==> src/rtl/seg7_pkg.sv <==
// Shared constants for the 7-segment scan driver: segment codes for the
// decoder ({g,f,e,d,c,b,a}, active-high) and digit slot indices.
package seg7_pkg;

    typedef logic [3:0] bcd_t;
    typedef logic [6:0] seg_t;

    localparam seg_t SEG_0    = 7'h3F;
    localparam seg_t SEG_1    = 7'h06;
    localparam seg_t SEG_2    = 7'h5B;
    localparam seg_t SEG_3    = 7'h4F;
    localparam seg_t SEG_4    = 7'h66;
    localparam seg_t SEG_5    = 7'h6D;
    localparam seg_t SEG_6    = 7'h7D;
    localparam seg_t SEG_7    = 7'h07;
    localparam seg_t SEG_8    = 7'h7F;
    localparam seg_t SEG_9    = 7'h6F;
    localparam seg_t SEG_DASH = 7'h40;

    // Slot order: minute units, ten-minutes, hour units, ten-hours.
    localparam logic [1:0] IDX_MU = 2'd0;
    localparam logic [1:0] IDX_MT = 2'd1;
    localparam logic [1:0] IDX_HU = 2'd2;
    localparam logic [1:0] IDX_HT = 2'd3;

    // The colon segment is wired next to the hour-units digit.
    localparam logic [1:0] COLON_IDX = IDX_HU;

endpackage

==> src/rtl/seg7_decode.sv <==
// BCD to 7-segment decoder. Non-BCD codes (10..15) show a dash so a
// corrupted counter value is visible rather than silently wrong.
module seg7_decode
    import seg7_pkg::*;
(
    input  logic [3:0] bcd_i,
    output logic [6:0] seg_o
);

    // Pure lookup from digit value to segment pattern.
    always_comb begin
        seg_o = SEG_DASH;
        case (bcd_i)
            4'd0:    seg_o = SEG_0;
            4'd1:    seg_o = SEG_1;
            4'd2:    seg_o = SEG_2;
            4'd3:    seg_o = SEG_3;
            4'd4:    seg_o = SEG_4;
            4'd5:    seg_o = SEG_5;
            4'd6:    seg_o = SEG_6;
            4'd7:    seg_o = SEG_7;
            4'd8:    seg_o = SEG_8;
            4'd9:    seg_o = SEG_9;
            default: seg_o = SEG_DASH;
        endcase
    end

endmodule

==> src/rtl/seg7_scan_driver.sv <==
// Multiplexed 4-digit 7-segment scan driver (hh:mm).
// Each digit slot lasts PRESCALE cycles; the first BLANK cycles of a slot
// keep all digit enables off to avoid ghosting. All digits and the colon
// are captured on the last cycle of a frame, so a frame never mixes old
// and new values. Outputs are registered (one cycle behind the counters).
// Optional build macro SEG7_LZB_EN: blank the ten-hours digit when it is 0.
module seg7_scan_driver
    import seg7_pkg::*;
#(
    parameter int PRESCALE = 32,
    parameter int BLANK    = 2
) (
    input  logic       clk_i,
    input  logic       rst_i,
    input  logic [3:0] dig0_i,
    input  logic [3:0] dig1_i,
    input  logic [3:0] dig2_i,
    input  logic [3:0] dig3_i,
    input  logic       colon_i,
    output logic [6:0] seg_o,
    output logic [3:0] an_o,
    output logic       dp_o
);

    localparam int CW = (PRESCALE > 1) ? $clog2(PRESCALE) : 1;
    localparam logic [CW-1:0] PRE_LAST = CW'(PRESCALE - 1);
    localparam logic [CW:0]   BLANK_C  = (CW + 1)'(BLANK);

    logic [CW-1:0]  pre_cnt_q, pre_cnt_d;
    logic [1:0]     idx_q, idx_d;
    logic [3:0][3:0] snap_q, snap_d;
    logic           colon_q, colon_d;
    logic [6:0]     seg_q, seg_d;
    logic [3:0]     an_q, an_d;
    logic           dp_q, dp_d;

    logic           slot_end;
    logic           frame_end;
    logic           in_blank;
    logic           lzb_dark;
    logic [3:0]     cur_digit;
    logic [6:0]     cur_seg;

    assign slot_end  = (pre_cnt_q == PRE_LAST);
    assign frame_end = slot_end && (idx_q == IDX_HT);
    assign in_blank  = ({1'b0, pre_cnt_q} < BLANK_C);
    assign cur_digit = snap_q[idx_q];

`ifdef SEG7_LZB_EN
    assign lzb_dark = (idx_q == IDX_HT) && (snap_q[IDX_HT] == 4'd0);
`else
    assign lzb_dark = 1'b0;
`endif

    seg7_decode u_decode (
        .bcd_i (cur_digit),
        .seg_o (cur_seg)
    );

    // Next-state for scan counters, frame snapshot and output pipeline.
    always_comb begin
        pre_cnt_d = slot_end ? '0 : pre_cnt_q + 1'b1;
        idx_d     = slot_end ? idx_q + 2'd1 : idx_q;

        snap_d    = snap_q;
        colon_d   = colon_q;
        if (frame_end) begin
            snap_d  = {dig3_i, dig2_i, dig1_i, dig0_i};
            colon_d = colon_i;
        end

        an_d  = 4'b0000;
        seg_d = 7'h00;
        dp_d  = 1'b0;
        if (!in_blank && !lzb_dark) begin
            an_d  = 4'b0001 << idx_q;
            seg_d = cur_seg;
            dp_d  = (idx_q == COLON_IDX) ? colon_q : 1'b0;
        end
    end

    // All state registers with synchronous reset to a dark, zeroed display.
    always_ff @(posedge clk_i) begin
        if (rst_i) begin
            pre_cnt_q <= '0;
            idx_q     <= '0;
            snap_q    <= '0;
            colon_q   <= 1'b0;
            seg_q     <= 7'h00;
            an_q      <= 4'b0000;
            dp_q      <= 1'b0;
        end else begin
            pre_cnt_q <= pre_cnt_d;
            idx_q     <= idx_d;
            snap_q    <= snap_d;
            colon_q   <= colon_d;
            seg_q     <= seg_d;
            an_q      <= an_d;
            dp_q      <= dp_d;
        end
    end

    assign seg_o = seg_q;
    assign an_o  = an_q;
    assign dp_o  = dp_q;

endmodule

==> config.mk <==
export PLATFORM = sky130hd
export DESIGN_NAME = seg7_scan_driver
export DESIGN_NICKNAME = d
export VERILOG_FILES = /design/src/rtl/seg7_pkg.sv /design/src/rtl/seg7_decode.sv /design/src/rtl/seg7_scan_driver.sv
export SDC_FILE = /design/constraint.sdc
export NUM_CORES = 1
export LEC_CHECK = 0
export BUFFER_PORTS_ARGS = -buffer_cell sky130_fd_sc_hd__buf_4
export CORE_ASPECT_RATIO = 1.75
export CORE_UTILIZATION = 48
export DETAILED_ROUTE_END_ITERATION = 16
export GPL_ROUTABILITY_DRIVEN = 0
export PLACE_DENSITY = 0.72
export RECOVER_POWER = 50
export SYNTH_ARGS = -nofsm -noshare
export SYNTH_HDL_FRONTEND = slang
export SYNTH_SLANG_ARGS = --single-unit
export TNS_END_PERCENT = 30
==> constraint.sdc <==
create_clock -name clk_i -period 1.9 [get_ports clk_i]
set_input_delay 0.285 -clock clk_i [delete_from_list [all_inputs] [get_ports clk_i]]
set_output_delay 0.285 -clock clk_i [all_outputs]
set_load 0.02 [all_outputs]
# --- After elaboration in Yosys (flattened, before gate mapping) ---
# Memory sizes are Yosys's and may differ from the RTL's. A register that Yosys moved wholly into a read port is not among the register bits.
# Cells that the tools add are included.
word_totals:
  memories: 1
  rom_bits: 112
  word_cells: 25
  register_bits: 29
  inputBits: 19
  output_inout_bits: 12
classes:
  eq_ne: 3
  n_mux: 2
  bitwise: 1
  n_addsub: 2
  order_cmp: 2
  shifts: 1
  n_reduce_logical: 4
memory_table:
  columns: ["memory", "depth", "word_bits", "read_ports", "rd_clocked_by_memory_dff", "write_ports", "line", "source"]
  rows:
  - ["(name not given)", 16, 7, 1, 1, 0, "seg7_decode.sv:13", "case (bcd_i)"]
op_table:
  columns: ["operator", "n"]
  rows:
  - ["$bmux 4 s2", 1]
  - ["$add 5x1->5 const B", 1]
  - ["$eq 5x5->1 const B", 1]
  - ["$lt 5x2->1 const B", 1]
  - ["$eq 2x2->1 const B", 2]
  - ["$mux 4", 1]
  - ["$reduce_or 2->1", 2]
  - ["$shl 1x2->4 const A", 1]
  - ["$lt 2x3->1 const B", 1]
  - ["$reduce_or 3->1", 1]
  - ["$add 2x1->2 const B", 1]
  - ["$logic_and 1x1->1", 1]
  - ["$not 1->1", 1]

# --- Longest topological paths before layout ---
depth:
  ltp_word: 3
  depth_mapped: 9
  ltp_nobuf: 7

# --- Modules after synthesis ---
# From an unflattened synthesis, not the netlist that was laid out.
unflattened:
  cells_unflattened: 171
  area_unflattened_um2: 1793.0
by_module_without_submodules:
  columns: ["mod", "area_each_um2", "cells_each", "instances"]
  rows:
  - ["seg7_scan_driver", 1545.2, 141, 1]
  - ["seg7_decode", 247.7, 30, 1]

# --- Worst setup path before layout ---
# Ideal clock, no wire load.
synth_timing:
  path_type: "register to register"
  start: "reg pre_cnt_q[0]"
  end: "reg snap_q[10] (netlist bit)"
  n_path_buf: 3
  stages_incl_launch_ff: 10
  setup_time_ns: 0.070
  arrival_time_ns: 1.661
  period_less_slack_ns: 1.732
  required_time_ns: 1.830
  setup_slack_ns: 0.168
  path_cell_list: "dfxtp_1 ha_1 and3_1 ha_1 buf_2 and2_1 clkbuf_1 buf_2 nand2_1 a21oi_1"
synth_between:
  elab_chain_len: 2
synth_rtl:
  columns: ["item", "line", "source"]
  rows:
  - ["start: declaration", "seg7_scan_driver.sv:29", "logic [CW-1:0] pre_cnt_q, pre_cnt_d;"]
  - ["start signal: assignment", "seg7_scan_driver.sv:93", "pre_cnt_q <= pre_cnt_d;"]
  - ["$eq 5x5->1", "seg7_scan_driver.sv:44", "assign slot_end = (pre_cnt_q == PRE_LAST);"]
  - ["$logic_and 1x1->1", "seg7_scan_driver.sv:45", "assign frame_end = slot_end && (idx_q == IDX_HT);"]
  - ["end signal: assignment", "seg7_scan_driver.sv:95", "snap_q <= snap_d;"]
  - ["end: declaration", "seg7_scan_driver.sv:31", "logic [3:0][3:0] snap_q, snap_d;"]
# Every way passes these cells.
# A chain may end at the register's enable or synchronous reset.

# --- Worst setup path in the final report ---
layout_timing:
  start: "reg idx_q[1]"
  end: "reg seg_q[4], in the netlist seg_o[4]"
layout_between:
  elab_chain_len: 2
layout_rtl:
  columns: ["item", "line", "source"]
  rows:
  - ["start: declaration", "seg7_scan_driver.sv:30", "logic [1:0] idx_q, idx_d;"]
  - ["start signal: assignment", "seg7_scan_driver.sv:94", "idx_q <= idx_d;"]
  - ["$bmux 4 s2", "seg7_scan_driver.sv:47", "assign cur_digit = snap_q[idx_q];"]
  - ["$mux 4 (implied by the code)", "seg7_scan_driver.sv:47", null]
  - ["end: declaration", "seg7_scan_driver.sv:33", "logic [6:0] seg_q, seg_d;"]
# Every way passes these cells. The select of a mux whose other input is x is not followed.

==> reports/results.ini <==
[route]
drt_iter0_drc=21
drc=0
ant_nets=0
vias=1198
via_per_inst=5.01
dr.pass1.iters=5
drt_wl_total_um=2640
avgRoutedWirePerCell_um=11.1

[sta]
period_needed_ns=1.77
fmax_mhz=564
holdWs_ns=0.243
rsz0062_at_grt=false
fin_skew_ns=0.00297
finalHoldViolations=0
maxSlewViolCount=0
setup_viol=0
relSlewSlack_pct=58.6
fin_ws_ns=0.127
worst_pin_slew_ns=0.615
post-route-period-util_pct=93.3
fin_setup_tns_ns=0

[clocking]
htreeDepth=2
clk_path_buf_depth=2
cts_sinks=36
clock_latency_ns=0.28
clkTransAtPathRegs_ns=0.06
post_cts_buffers=0
clockRootBuffer=clkbuf_8
cts_tree=yes
cts_made_buffers=5

[die]
die_h_um=76.2
design.die.area_um2=3380
start_util_pct=51.0
rows=26
core-area_um2=2960
ioPinCount=31
fp.dieW_um=44.4

[critical_path]
required_ns=2.11
cp-end-kind=flop
critPathMaxFanout=9
cp_data_arrival_time_ns=1.99
crit_path_start_kind=flop
worst-setup-path-type=reg2reg

[synthesis]
postSynthAreaPerCell_um2=9.09
synth_top_area_share_pct=47.8
synth_ff_type=dfxtp_1
syn-instance-count=166
ys_async_sr_fraction_pct=0
yosysWarnings=0
synth.top_cells.by_count=nand2_1 (41), dfxtp_1 (36), a21oi_1 (21)
synth_cell_types=29
synth_fp_nets=195
synth_area_leaders=dfxtp_1 (48%), nand2_1 (10%), ha_1 (8.3%)
ys_seq_area_share_pct=47.8
yosys_register_bits=36
syn-cell-area_um2=1510
synth.most_common_cell=nand2_1
yosysTopAreaCell=dfxtp_1
synth_edf_count=0

[global_route]
grt_usage_pct=18.6
grt_pass1_vias=1122
grt_max_degree=28
antenna_found_initial=0
grt_pass1_wl_um=4700
grt_overflow=0

[placed_design]
dp_cells=231
portBuffers=30
hpwlAfterDp_um=1950
placed_area_um2=1750
pre_cts_ws_ns=0.0451

[run]
drv_cap=0

[layout]
stdcell_count=239
final_area_um2=1800
area_growth_pct=19.2
nets=225
drive_gt1_share_pct=17.8
antenna_cells=0

[hold_path]
hold_path.class=in2reg

[pwr]
p_leak_nw=0.686
power_density_nw_per_um2=787
ir_drop_v=0.000618

[outcome]
status=finished, final reports clean

repair_timing:
item / CTS / global route
gates resized for setup: 0 / 3
setup endpoints to repair: 0 / 22
hold buffers: 0 / 0
report_power, final:
group | switching (mW) | internal (mW) | leakage (nW)
clock network | 0.244 | 0.295 | 0.0455
logic | 0.0544 | 0.0420 | 0.349
registers | 0.00731 | 0.774 | 0.292
metrics by stage:
stage | power, mW | util (%)
after global placement | 0.903 | 59.3
after detailed placement | 0.905 | 59.3
after floorplan | 0.850 | -
after CTS | 1.44 | 62.3
final | 1.42 | 60.8
after global routing | 1.48 | 60.8
cells by family (layout without fill, tap and decap cells):
kind of cell             Yosys count  count (layout)  share of synthesized area [%]
multiplexers                       6               6                           7.30
XOR/XNOR                           3               3                           1.74
buffers and inverters             17              48                           5.72
AO/OA/AOI/OAI                     28              28                           10.2
adder cells (fa/ha/maj)           10              10                           8.29
flip-flops                        36              36                           47.8
AND/OR/NAND/NOR                   66              66                           19.0
final timing paths:
path | start | depth (start not counted) | endpoint | slack, ns
setup / recovery | idx_q[1] | 7 | seg_o[4] | 0.13
hold / removal | colon_i | 3 | colon_q | 0.24
setup reg to reg | idx_q[1] | 7 | seg_o[4] | 0.13
hold reg to reg | snap_q[12] | 2 | snap_q[12] | 0.45
layout make-up:
cell class / count / area, um2
tap: 42 / 52.6
timing repair buffer: 34 / 203
multi-input combinational: 113 / 708
clock buffer: 8 / 90.1
sequential: 36 / 722
inverter: 6 / 23.8
fill: 268 / 1160
worst max-delay path, stage by stage, from the launching register on:
cell and delay (ns):
dfxtp_2 0.40, mux4_2 0.62, inv_1 0.14, ha_1 0.15, inv_1 0.06, a21oi_2 0.10
o21ai_1 0.07, a21oi_1 0.15
per-layer routing:
layer / up-vias / wire (um) / global-route usage, %
met5: - / 0 / 0
met2: 43 / 1350 / 29.7
met1: 535 / 1020 / 20.9
li1: 612 / - / -
met4: 0 / 98 / 10.9
met3: 8 / 173 / 5.69
sequential cells by signal (all words and copies together), names as in the netlist:
signal / cells
an_o: 4
dp_o: 1
seg_o: 7
pre_cnt_q: 5
snap_q: 16
idx_q: 2
colon_q: 1
cell usage in the layout (no fill, tap or decap), types with 5 or more instances in the layout:
master    Yosys  final
inv_1         5      5
nor2_1        6      6
dfxtp_1      36     35
nor3_1        7      6
clkbuf_8      0      6
ha_1         10     10
nand2_1      41     41
a21oi_1      21     21
clkbuf_1      6     16
buf_4         1     20
Power figures use the tool's default switching activity.
